--- src/rtl/fir_pkg.sv ---
// Shared FIR peripheral register map, status bit positions and sequencer state encoding.
package fir_pkg;

    localparam logic [2:0] RegData  = 3'd0;
    localparam logic [2:0] RegStat  = 3'd1;
    localparam logic [2:0] RegCmsb  = 3'd2;
    localparam logic [2:0] RegTaps  = 3'd3;
    localparam logic [2:0] RegBuf   = 3'd4;
    localparam logic [2:0] RegStart = 3'd5;
    localparam logic [2:0] RegArst  = 3'd6;

    localparam int unsigned StatRdy = 0;
    localparam int unsigned StatE   = 1;
    localparam int unsigned StatF   = 2;
    localparam int unsigned StatOvf = 15;

    typedef enum logic [3:0] {
        StIdle,
        StWrData,
        StStart,
        StWait,
        StPoll,
        StPollGap,
        StRead,
        StReadGap,
        StOut
    } state_e;

endpackage

--- src/rtl/fir_sequencer.sv ---
// Drives one FIR peripheral per input sample: write sample, start, wait, poll status,
// then read back cfg_phases+1 results onto the output stream.
module fir_sequencer
    import fir_pkg::*;
#(
    parameter int unsigned WAIT_CYC = 19,
    parameter int unsigned POLL_MAX = 255
) (
    input  logic        clk,
    input  logic        rst,
    input  logic [3:0]  cfg_phases,
    input  logic [9:0]  cfg_cbase,
    input  logic [15:0] s_data,
    input  logic        s_valid,
    output logic        s_ready,
    output logic [15:0] m_data,
    output logic        m_valid,
    input  logic        m_ready,
    output logic [2:0]  fir_ioaddr,
    output logic        fir_iocs,
    output logic        fir_iowr,
    output logic        fir_iord,
    output logic [15:0] fir_din,
    input  logic [15:0] fir_dout,
    output logic        busy,
    output logic        ovf,
    output logic        timeout
);

    localparam logic [15:0] WaitLd  = 16'(WAIT_CYC);
    localparam logic [15:0] PollLim = 16'(POLL_MAX);

    state_e      r_state, w_state;
    logic [15:0] r_sample, w_sample;
    logic [3:0]  r_phases, w_phases;
    logic [9:0]  r_cbase, w_cbase;
    logic [15:0] r_wait, w_wait;
    logic [15:0] r_polls, w_polls;
    logic [4:0]  r_reads, w_reads;
    logic        r_ovf, w_ovf;
    logic        r_timeout, w_timeout;
    logic [15:0] r_m_data, w_m_data;
    logic        r_m_valid, w_m_valid;
    logic        r_s_ready, w_s_ready;
    logic        r_busy, w_busy;
    logic [2:0]  r_ioaddr, w_ioaddr;
    logic        r_iocs, w_iocs;
    logic        r_iowr, w_iowr;
    logic        r_iord, w_iord;
    logic [15:0] r_din, w_din;

    always_comb begin
        w_state   = r_state;
        w_sample  = r_sample;
        w_phases  = r_phases;
        w_cbase   = r_cbase;
        w_wait    = r_wait;
        w_polls   = r_polls;
        w_reads   = r_reads;
        w_ovf     = r_ovf;
        w_timeout = r_timeout;
        w_m_data  = r_m_data;

        case (r_state)
            StIdle: begin
                if (s_valid && r_s_ready) begin
                    w_sample = s_data;
                    w_phases = cfg_phases;
                    w_cbase  = cfg_cbase;
                    w_polls  = '0;
                    w_reads  = '0;
                    w_state  = StWrData;
                end
            end
            StWrData: w_state = StStart;
            StStart: begin
                w_wait  = WaitLd;
                w_state = (WaitLd == 16'd0) ? StPoll : StWait;
            end
            StWait: begin
                if (r_wait <= 16'd1) begin
                    w_wait  = '0;
                    w_state = StPoll;
                end else begin
                    w_wait = r_wait - 16'd1;
                end
            end
            StPoll: begin
                w_polls = r_polls + 16'd1;
                w_state = StPollGap;
            end
            StPollGap: begin
                if (fir_dout[StatOvf]) w_ovf = 1'b1;
                if (fir_dout[StatRdy]) begin
                    w_state = StRead;
                end else if (r_polls < PollLim) begin
                    w_state = StPoll;
                end else begin
                    // Give up on this sample; it is dropped without output.
                    w_timeout = 1'b1;
                    w_state   = StIdle;
                end
            end
            StRead: begin
                w_reads = r_reads + 5'd1;
                w_state = StReadGap;
            end
            StReadGap: begin
                w_m_data = fir_dout;
                w_state  = StOut;
            end
            StOut: begin
                if (m_ready) begin
                    w_state = (r_reads == ({1'b0, r_phases} + 5'd1)) ? StIdle : StRead;
                end
            end
            default: w_state = StIdle;
        endcase

        // Outputs are decoded from the next state so they can be registered alongside it.
        w_iocs   = 1'b0;
        w_iowr   = 1'b0;
        w_iord   = 1'b0;
        w_ioaddr = 3'd0;
        w_din    = 16'd0;
        case (w_state)
            StWrData: begin
                w_iocs   = 1'b1;
                w_iowr   = 1'b1;
                w_ioaddr = RegData;
                w_din    = w_sample;
            end
            StStart: begin
                w_iocs   = 1'b1;
                w_iowr   = 1'b1;
                w_ioaddr = RegStart;
                w_din    = {6'b0, w_cbase};
            end
            StPoll: begin
                w_iocs   = 1'b1;
                w_iord   = 1'b1;
                w_ioaddr = RegStat;
            end
            StPollGap: begin
                w_iocs   = 1'b1;
                w_ioaddr = RegStat;
            end
            StRead: begin
                w_iocs   = 1'b1;
                w_iord   = 1'b1;
                w_ioaddr = RegData;
            end
            StReadGap: begin
                w_iocs   = 1'b1;
                w_ioaddr = RegData;
            end
            default: ;
        endcase
        w_s_ready = (w_state == StIdle);
        w_busy    = (w_state != StIdle);
        w_m_valid = (w_state == StOut);
    end

    always_ff @(posedge clk) begin
        if (!rst) begin
            r_state   <= StIdle;
            r_sample  <= '0;
            r_phases  <= '0;
            r_cbase   <= '0;
            r_wait    <= '0;
            r_polls   <= '0;
            r_reads   <= '0;
            r_ovf     <= 1'b0;
            r_timeout <= 1'b0;
            r_m_data  <= '0;
            r_m_valid <= 1'b0;
            r_s_ready <= 1'b0;
            r_busy    <= 1'b0;
            r_ioaddr  <= '0;
            r_iocs    <= 1'b0;
            r_iowr    <= 1'b0;
            r_iord    <= 1'b0;
            r_din     <= '0;
        end else begin
            r_state   <= w_state;
            r_sample  <= w_sample;
            r_phases  <= w_phases;
            r_cbase   <= w_cbase;
            r_wait    <= w_wait;
            r_polls   <= w_polls;
            r_reads   <= w_reads;
            r_ovf     <= w_ovf;
            r_timeout <= w_timeout;
            r_m_data  <= w_m_data;
            r_m_valid <= w_m_valid;
            r_s_ready <= w_s_ready;
            r_busy    <= w_busy;
            r_ioaddr  <= w_ioaddr;
            r_iocs    <= w_iocs;
            r_iowr    <= w_iowr;
            r_iord    <= w_iord;
            r_din     <= w_din;
        end
    end

    assign s_ready    = r_s_ready;
    assign m_data     = r_m_data;
    assign m_valid    = r_m_valid;
    assign fir_ioaddr = r_ioaddr;
    assign fir_iocs   = r_iocs;
    assign fir_iowr   = r_iowr;
    assign fir_iord   = r_iord;
    assign fir_din    = r_din;
    assign busy       = r_busy;
    assign ovf        = r_ovf;
    assign timeout    = r_timeout;

endmodule

--- config.mk ---
export PLATFORM = sky130hd
export DESIGN_NAME = fir_sequencer
export DESIGN_NICKNAME = d
export VERILOG_FILES = /design/src/rtl/fir_pkg.sv /design/src/rtl/fir_sequencer.sv
export SDC_FILE = /design/constraint.sdc
export NUM_CORES = 1
export LEC_CHECK = 0
export CORE_MARGIN = 3
export CORE_UTILIZATION = 42
export CTS_CLUSTER_DIAMETER = 50
export DETAILED_ROUTE_END_ITERATION = 8
export MAX_ROUTING_LAYER = met4
export PLACE_DENSITY_LB_ADDON = 0.25
export SLEW_MARGIN = 5
export SYNTH_ARGS = -nofsm -noshare
export SYNTH_HDL_FRONTEND = slang
export SYNTH_SLANG_ARGS = --single-unit
--- constraint.sdc ---
create_clock -name clk -period 2.1 [get_ports clk]
set_input_delay 0.21 -clock clk [delete_from_list [all_inputs] [get_ports clk]]
set_output_delay 0.21 -clock clk [all_outputs]
set_load 0.1 [all_outputs]
After elaboration in Yosys (flattened, before gate mapping)
Cells that the tools add are included.
Word-level totals
  logic and storage cells: 81
  output and inout bits: 43
  bits in registers: 114
Operators by class
  reductions and logical operators: 16
  muxes and demuxes: 22
  eq/ne operators: 17
  magnitude comparators: 2
  bitwise logic cells: 2
  add/subtract/negate cells: 4
Operators by type and width (count)
  16-bit one-hot mux with 2 select lines: 3
  16-bit 2-to-1 mux: 4
  4-bit one-hot mux with 9 select lines: 1
  4-bit by 3-bit equality test with 1-bit output, second input constant: 8
  10-bit 2-to-1 mux: 2
  16-bit by 1-bit adder with 16-bit output, second input constant: 1
  16-bit by 1-bit <= comparator with 1-bit output, second input constant: 1
  16-bit by 8-bit < comparator with 1-bit output, second input constant: 1
  16-bit by 1-bit subtractor with 16-bit output, second input constant: 1
  4-bit by 2-bit equality test with 1-bit output, second input constant: 3
  4-bit 2-to-1 mux: 3
  5-bit one-hot mux with 2 select lines: 1
  3-bit 2-to-1 mux: 3
  4-bit by 1-bit equality test with 1-bit output, second input constant: 2
  4-bit equality test, second input constant: 2
  4-bit logical NOT: 2
  2-bit AND reduction: 4
  3-bit one-hot mux with 2 select lines: 1
  2-bit nonzero test: 3
  2-bit OR reduction: 3
  6-bit OR reduction: 1
  4-bit by 1-bit adder with 5-bit output, second input constant: 1
  5-bit by 1-bit adder with 5-bit output, second input constant: 1
  5-bit equality test: 1
  7 further kinds: 10

Logic depth before layout (Yosys ltp)
Gate-level depths: netlist (run 1).
  word-level depth: 8
  mapped depth: 8

Worst setup path before layout (run 1)
Ideal clock, no wire load.
  path kind: reg-to-reg
  from: reg r_s_ready, in the netlist s_ready
  to: reg r_reads[2]
  setup time: 126 ps
  path slack: -76 ps
  arrival: 2050 ps
  stages on the path, launching flop included: 7
  cell sequence: dfxtp_1 -> and4_1 -> clkbuf_1 -> clkbuf_1 -> nor2_1 -> o21ai_0 -> a21boi_0
On the way
  cells in the longest elaborated chain, start to end: 3
Ends and longest elaborated chain
  from (decl): RTL line fir_sequencer.sv:44  | logic r_s_ready, w_s_ready;
  from (signal assigned): RTL line fir_sequencer.sv:196  | r_s_ready <= w_s_ready;
  1-bit logical AND: RTL line fir_sequencer.sv:66  | if (s_valid && r_s_ready) begin
  2-bit inequality test (no source line)
  2-bit AND reduction (no source line)
  to (signal assigned): RTL line fir_sequencer.sv:191  | r_reads <= w_reads;
  to (decl): RTL line fir_sequencer.sv:39  | logic [4:0] r_reads, w_reads;
Every way passes these cells.
A chain may end at the register's enable or synchronous reset.

Worst setup path after layout (run 1)
  from: reg r_wait[8]
  to: reg r_ioaddr[0], in the netlist fir_ioaddr[0]
On the way
  cells in the longest elaborated chain, start to end: 6
Ends and longest elaborated chain
  from (decl): RTL line fir_sequencer.sv:37  | logic [15:0] r_wait, w_wait;
  from (signal assigned): RTL line fir_sequencer.sv:189  | r_wait <= w_wait;
  16-bit by 1-bit <= comparator with 1-bit output (*): RTL line fir_sequencer.sv:81  | if (r_wait <= 16'd1) begin
  4-bit 2-to-1 mux (*): RTL line fir_sequencer.sv:81
  4-bit one-hot mux with 9 select lines (*): RTL line fir_sequencer.sv:64  | case (r_state)
  4-bit by 3-bit equality test with 1-bit output: RTL line fir_sequencer.sv:126  | case (w_state)
  2-bit OR reduction (no source line)
  3-bit one-hot mux with 2 select lines (*): RTL line fir_sequencer.sv:126
  to (signal assigned): RTL line fir_sequencer.sv:198  | r_ioaddr <= w_ioaddr;
  to (decl): RTL line fir_sequencer.sv:46  | logic [2:0] r_ioaddr, w_ioaddr;
Mark *: on every way between the ends. The rest lies on a longest branch, timed or not.

==> results of run 1 <==
registers in the layout, summed over array words and instances (netlist names), 4 cells and up:
signal,count
fir_din,16
m_data,16
r_polls,16
r_wait,16
r_cbase,10
r_reads,5
r_phases,4
r_state,4
path summary, 6_finish.rpt:
kind,startpoint,endpoint
worst min-delay path,fir_dout[3],m_data[3]
worst max register to register,r_wait[8],fir_ioaddr[0]
worst max-delay path,r_wait[8],fir_ioaddr[0]
worst min register to register,m_data[15],m_data[15]
synthesized netlist by cell type (7+ instances only):
master | n | share of area
a21boi_0 | 34 | 0.060
clkbuf_1 | 22 | 0.019
and3_1 | 10 | 0.015
dfxtp_1 | 97 | 0.45
o21ai_0 | 22 | 0.026
nand3_1 | 13 | 0.015
nor3_1 | 7 | 0.0082
a21oi_1 | 20 | 0.023
nand2_1 | 90 | 0.079
and2_1 | 17 | 0.025
nor2b_1 | 11 | 0.016
a22o_1 | 10 | 0.021
nor2_1 | 35 | 0.031
nor4_1 | 8 | 0.012
what timing repair did:
item,CTS,global route
resized for setup,0,6
buffers inserted,0,1
hold buffers,0,0
hold endpoints to repair,0,0
setup endpoints to repair,0,18
worst max-delay path: stages (launching register included):
cell       delay, ns
dfxtp_1         0.38
nor4_4          0.32
nand2_2         0.15
nor4_4          0.51
a2111oi_4       0.08
and2_1          0.20
a31o_2          0.20
routing by layer:
| metal | vias to the layer above | GRT usage | part of all wire |
|---|---|---|---|
| met5 | - | - | 0 |
| met4 | 0 | 0.0630 | 0.014 |
| met3 | 11 | 0.0421 | 0.056 |
| met2 | 92 | 0.304 | 0.47 |
| met1 | 1755 | 0.220 | 0.46 |
| li1 | 1902 | - | - |
cell families after synthesis:
group	Yosys count	share of synthesized area
simple gates	223	0.268
compound gates	116	0.189
mux	5	0.0117
fa+ha+maj	5	0.0146
xor+xnor	11	0.0226
other cells	1	0.000878
buf+inv	36	0.0381
flops	97	0.455
per-stage QoR:
| stage | hold WS (ns) | total power, uW | instances | util | cell area [sq um] |
|---|---|---|---|---|---|
| finish | 0.389 | 4330 | 727 | 0.566 | 5560 |
| global route | 0.390 | 4540 | 727 | 0.566 | 5560 |
| CTS | 0.374 | 4360 | 726 | 0.562 | 5520 |
| detailed placement | 0.458 | 3030 | 711 | 0.541 | 5310 |
| global placement | 0.451 | 3020 | 711 | 0.541 | 5310 |
| floorplan | 0.336 | 2690 | 494 | - | 4270 |
area by class of cell:
cell class                      instances  area share
Clock buffer                           10      0.0230
Inverter                                3     0.00203
Tap cell                              133      0.0299
Clock inverter                          5      0.0158
Sequential cell                        97       0.350
Multi-Input combinational cell        361       0.394
Timing Repair Buffer                  118       0.186
power groups by stage:
| stage | Sequential [uW] | Combinational [uW] | Clock (uW) |
|---|---|---|---|
| 4_1_cts | 1970 | 1020 | 1370 |
| 2_1_floorplan | 2290 | 402 | 0 |
| 5_1_grt | 1980 | 1110 | 1450 |
| 3_3_place_gp | 2010 | 1010 | 0 |
| 3_5_place_dp | 2010 | 1020 | 0 |
| 6_report | 1970 | 1030 | 1340 |
==> metrics.txt, run 1 <==
Net Count, Synth=549; CTS Root Cell=clkbuf_8; Detailed Place HPWL=7.02 mm; IO Pins=93; drt total wl=9.91 mm; critical path launch point type=flip-flop; Syn Inst Count=494; vias in the first global route=3578; Seq/Total Area, Yosys=0.455; Synth cell types=54; Die ar.=11400 sq um; RSZ-0062 raised after global routing=false; Critical Path RT=2.37 ns; first-pass GRT wire length=16.6 mm; critical path arrival=2.20 ns; most common cell after layout, fill and taps aside=dfxtp_1; Reg clk slew, reported paths=0.10 ns; 1st-iter DRT viols=150; Synthesis Warnings=0; initial antenna violation count=0; leak pwr=0.00224 uW; gr usage total=0.183; clk_skew=0.0172 ns; VDD IR max=0.369 mV; Die W=107 um; outcome=finished, final reports clean; TritonRoute pass-1 iters=4; Worst Hold Path Cells=3; Sequential Power Share=0.454; max-cap check violation count=0; die height=107 um; most frequent cells in the layout=dfxtp_1, nand2_1, buf_4; starting density of the core=0.435; Post-synth EDFFs=0; Tcrit/Tclk final=0.921; Routability Congestion=0.800; Net Switching=1370 uW; routed vias/inst=5.17; Cell Rows=36; Critical Path End Type=flip-flop; layout cells sized above 1=0.177; pwr dens=779 nW/um^2; worst-margin pin slew=0.651 ns; Comb pwr share=0.237; Switching Share=0.317; Layout area overhead=30.2%; diode count=0; FF+latch count, synth=97; worst r2r path cells=6; largest net degree at the start of global routing=44; final worst setup slack=0.166 ns; clk sink count=97; routed len/inst=13.6 um; Skew-Pair Late Insertion Delay=0.37 ns; Avg Cell Area, Syn=8.64 sq um; PortBufs=91; Rel. slew slack=0.566; Post-route DRC=0; top_reg_cell synth=dfxtp_1; setup_tns=0 ns; antenna-violating nets left=0; Int Pwr=2960 uW; CTS tree=built; crit-path max FO=6; Post-Syn Area=4270 sq um; Fmax=517 MHz; area of the multi-input gates=2190 sq um; vias after detailed routing=3760; fin crit period=1.93 ns; CTS buffer count=9; Post-synth ARST share=0; Core Region=9820 sq um; Clk network pwr share=0.308; register area=1940 sq um; H-tree depth=3; Fin. Hold Viols=0; Final Net Count=645; gr ovfl total=0; critical path class=flip-flop to flip-flop; # fillers=898; fin. max-slew vios=0; Worst Hold Class=input port to flip-flop; Clock Tree Buf Depth=2; R2R Setup Slk=0.17 ns; Final setup viols=0; Setup Slack @ Placement=0.00130 ns
No activity file was read; power rests on OpenSTA's default activity.
==> inputs of run 2 (changes only) <==
Settings changed: REMOVE_ABC_BUFFERS set to 1.
==> run 2 against run 1 <==
Sequential share of layout area grew 0.46 points. Count of clock-buffer cells in the layout grew 2. Hold slack worse by 0.15 ns. First-iteration DRC count shrank 18%. Register-to-register slack worse by 0.11 ns. Setup slack lost 0.11 ns. Fmax down 5.3%. Sequential power barely moved. Sequential cell count did not move. Critical endpoint unchanged. Routed wire length down 0.40%. Power shrank 6.2%.
==> metrics.txt, run 2 (same netlist as run 1, synthesis figures left out) <==
# hold bufs at CTS=0; Critical Path End Type=flip-flop; TritonRoute pass-1 iters=4; VDD IR max=0.362 mV; clk_skew=0.0101 ns; M2 GR Usage=0.272; Final Net Count=644; fin. max-slew vios=0; # fillers=934; Layout area overhead=28.4%; CTS Root Cell=clkbuf_8; Worst Hold Class=input port to flip-flop; most common cell after layout, fill and taps aside=dfxtp_1; first-pass GRT wire length=16.3 mm; Routability Congestion=0.853; Fin. Hold Viols=0; PortBufs=91; layout cells sized above 1=0.172; CTS buffer count=9; fin crit period=2.04 ns; worst-margin pin slew=0.582 ns; routed vias/inst=5.15; Tcrit/Tclk final=0.973; Cell Rows=36; Reg clk slew, reported paths=0.09 ns; Comb pwr share=0.251; placed cell count=709; worst hold endpoint=fir_iowr; Skew-Pair Late Insertion Delay=0.36 ns; Rel. slew slack=0.612; crit-path max FO=12; clk sink count=97; Post-route DRC=0; worst hold margin=0.242 ns; initial antenna violation count=0; leak pwr=0.00220 uW; antenna-violating nets left=0; Detailed Place HPWL=6.88 mm; Core Region=9820 sq um; R2R Setup Slk=0.06 ns; vias after detailed routing=3738; max-cap check violation count=0; RSZ-0062 raised after global routing=true; Clock Tree Buf Depth=2; hold path startpoint=rst; Total Power=4070 uW; Clk network pwr share=0.264; vias in the first global route=3527; 1st-iter DRT viols=123; starting density of the core=0.435; CTS tree=built; diode count=0; Switching Share=0.327; Int Pwr=2740 uW; die height=107 um; Top Usage Layer GRT=met2; worst r2r path cells=7; non-filler cells, final=726; IO Pins=93; routed len/inst=13.6 um; global routing met1 resource utilization=0.233; Worst Hold Path Cells=2; gr usage total=0.180; H-tree depth=3; Sequential Power Share=0.485; critical path arrival=2.30 ns; Critical Path RT=2.36 ns; drt total wl=9.87 mm; largest net degree at the start of global routing=37; Final setup viols=0; Die W=107 um; reg2reg start=r_wait[11]; pwr dens=742 nW/um^2; GR Layer Usage met3=0.0500; Net Switching=1330 uW; Fmax=490 MHz; r2r endpoint=fir_ioaddr[0]; gr ovfl total=0; critical path launch point type=flip-flop; most frequent cells in the layout=dfxtp_1, nand2_1, buf_4; critical path class=flip-flop to flip-flop; outcome=finished, final reports clean; Die ar.=11400 sq um
## run 2: critical path: stages, from the launching register on
cell and delay (ns):
dfxtp_1 0.36, nor4_4 0.38, nand2_2 0.17, nor4_4 0.38, a2111oi_2 0.07, buf_4 0.20, and2_1 0.18, a31o_2 0.21
## run 2: layout make-up
class | count | area (sq um) | share of cell area
clock buffers | 12 | 145 | 0.0265
repair buffers | 117 | 1020 | 0.186
clock inverters | 3 | 17.5 | 0.00319
inverters | 3 | 11.3 | 0.00205
multi-input cells | 361 | 2180 | 0.397
flip-flops and latches | 97 | 1940 | 0.354
well taps | 133 | 166 | 0.0303
## run 2: worst max-delay path by stage
| stage | from | cells after the start | end | slack [ns] |
|---|---|---|---|---|
| 2_1_floorplan | s_ready | 3 | r_polls[11] | -0.29 |
| 3_3_place_gp | fir_dout[0] | 8 | fir_ioaddr[0] | 0.04 |
| 4_1_cts | r_wait[8] | 7 | fir_ioaddr[0] | 0.001 |
| 3_5_place_dp | fir_dout[0] | 8 | fir_ioaddr[0] | 0.001 |
| 5_1_grt | r_polls[0] | 8 | fir_ioaddr[0] | -0.06 |
| 6_report | r_wait[11] | 7 | fir_ioaddr[0] | 0.06 |
## run 2: power groups by stage
stage                     Combinational [uW]  Clock, uW  Sequential, uW
after floorplan                          347          0            2300
after global placement                  1010          0            2010
after detailed placement                1020          0            2010
after CTS                               1020       1100            1970
after global routing                    1100       1190            1980
final                                   1020       1080            1970
## run 2: per-stage QoR
stage	util	TNS, ns	setup slack [ns]	instance area [sq um]
detailed placement	0.539	0	0.00139	5290
finish	0.558	0	0.0573	5480
global placement	0.539	0	0.0439	5290
CTS	0.555	0	0.00138	5450
global route	0.558	-0.0637	-0.0637	5480
floorplan	-	-5.85	-0.286	4120
## run 2: repair_timing
item / in CTS / in global routing
buffers inserted: 0 / 2
resized for setup: 0 / 4
setup endpoints to repair: 0 / 13
## run 2: layer usage
| layer | wire length, um | part of all wire | vias to the layer above |
|---|---|---|---|
| met2 | 4270 | 0.43 | 114 |
| met1 | 4810 | 0.49 | 1719 |
| met4 | 150 | 0.015 | 0 |
| li1 | - | - | 1891 |
| met5 | 0 | 0 | - |
| met3 | 633 | 0.064 | 14 |
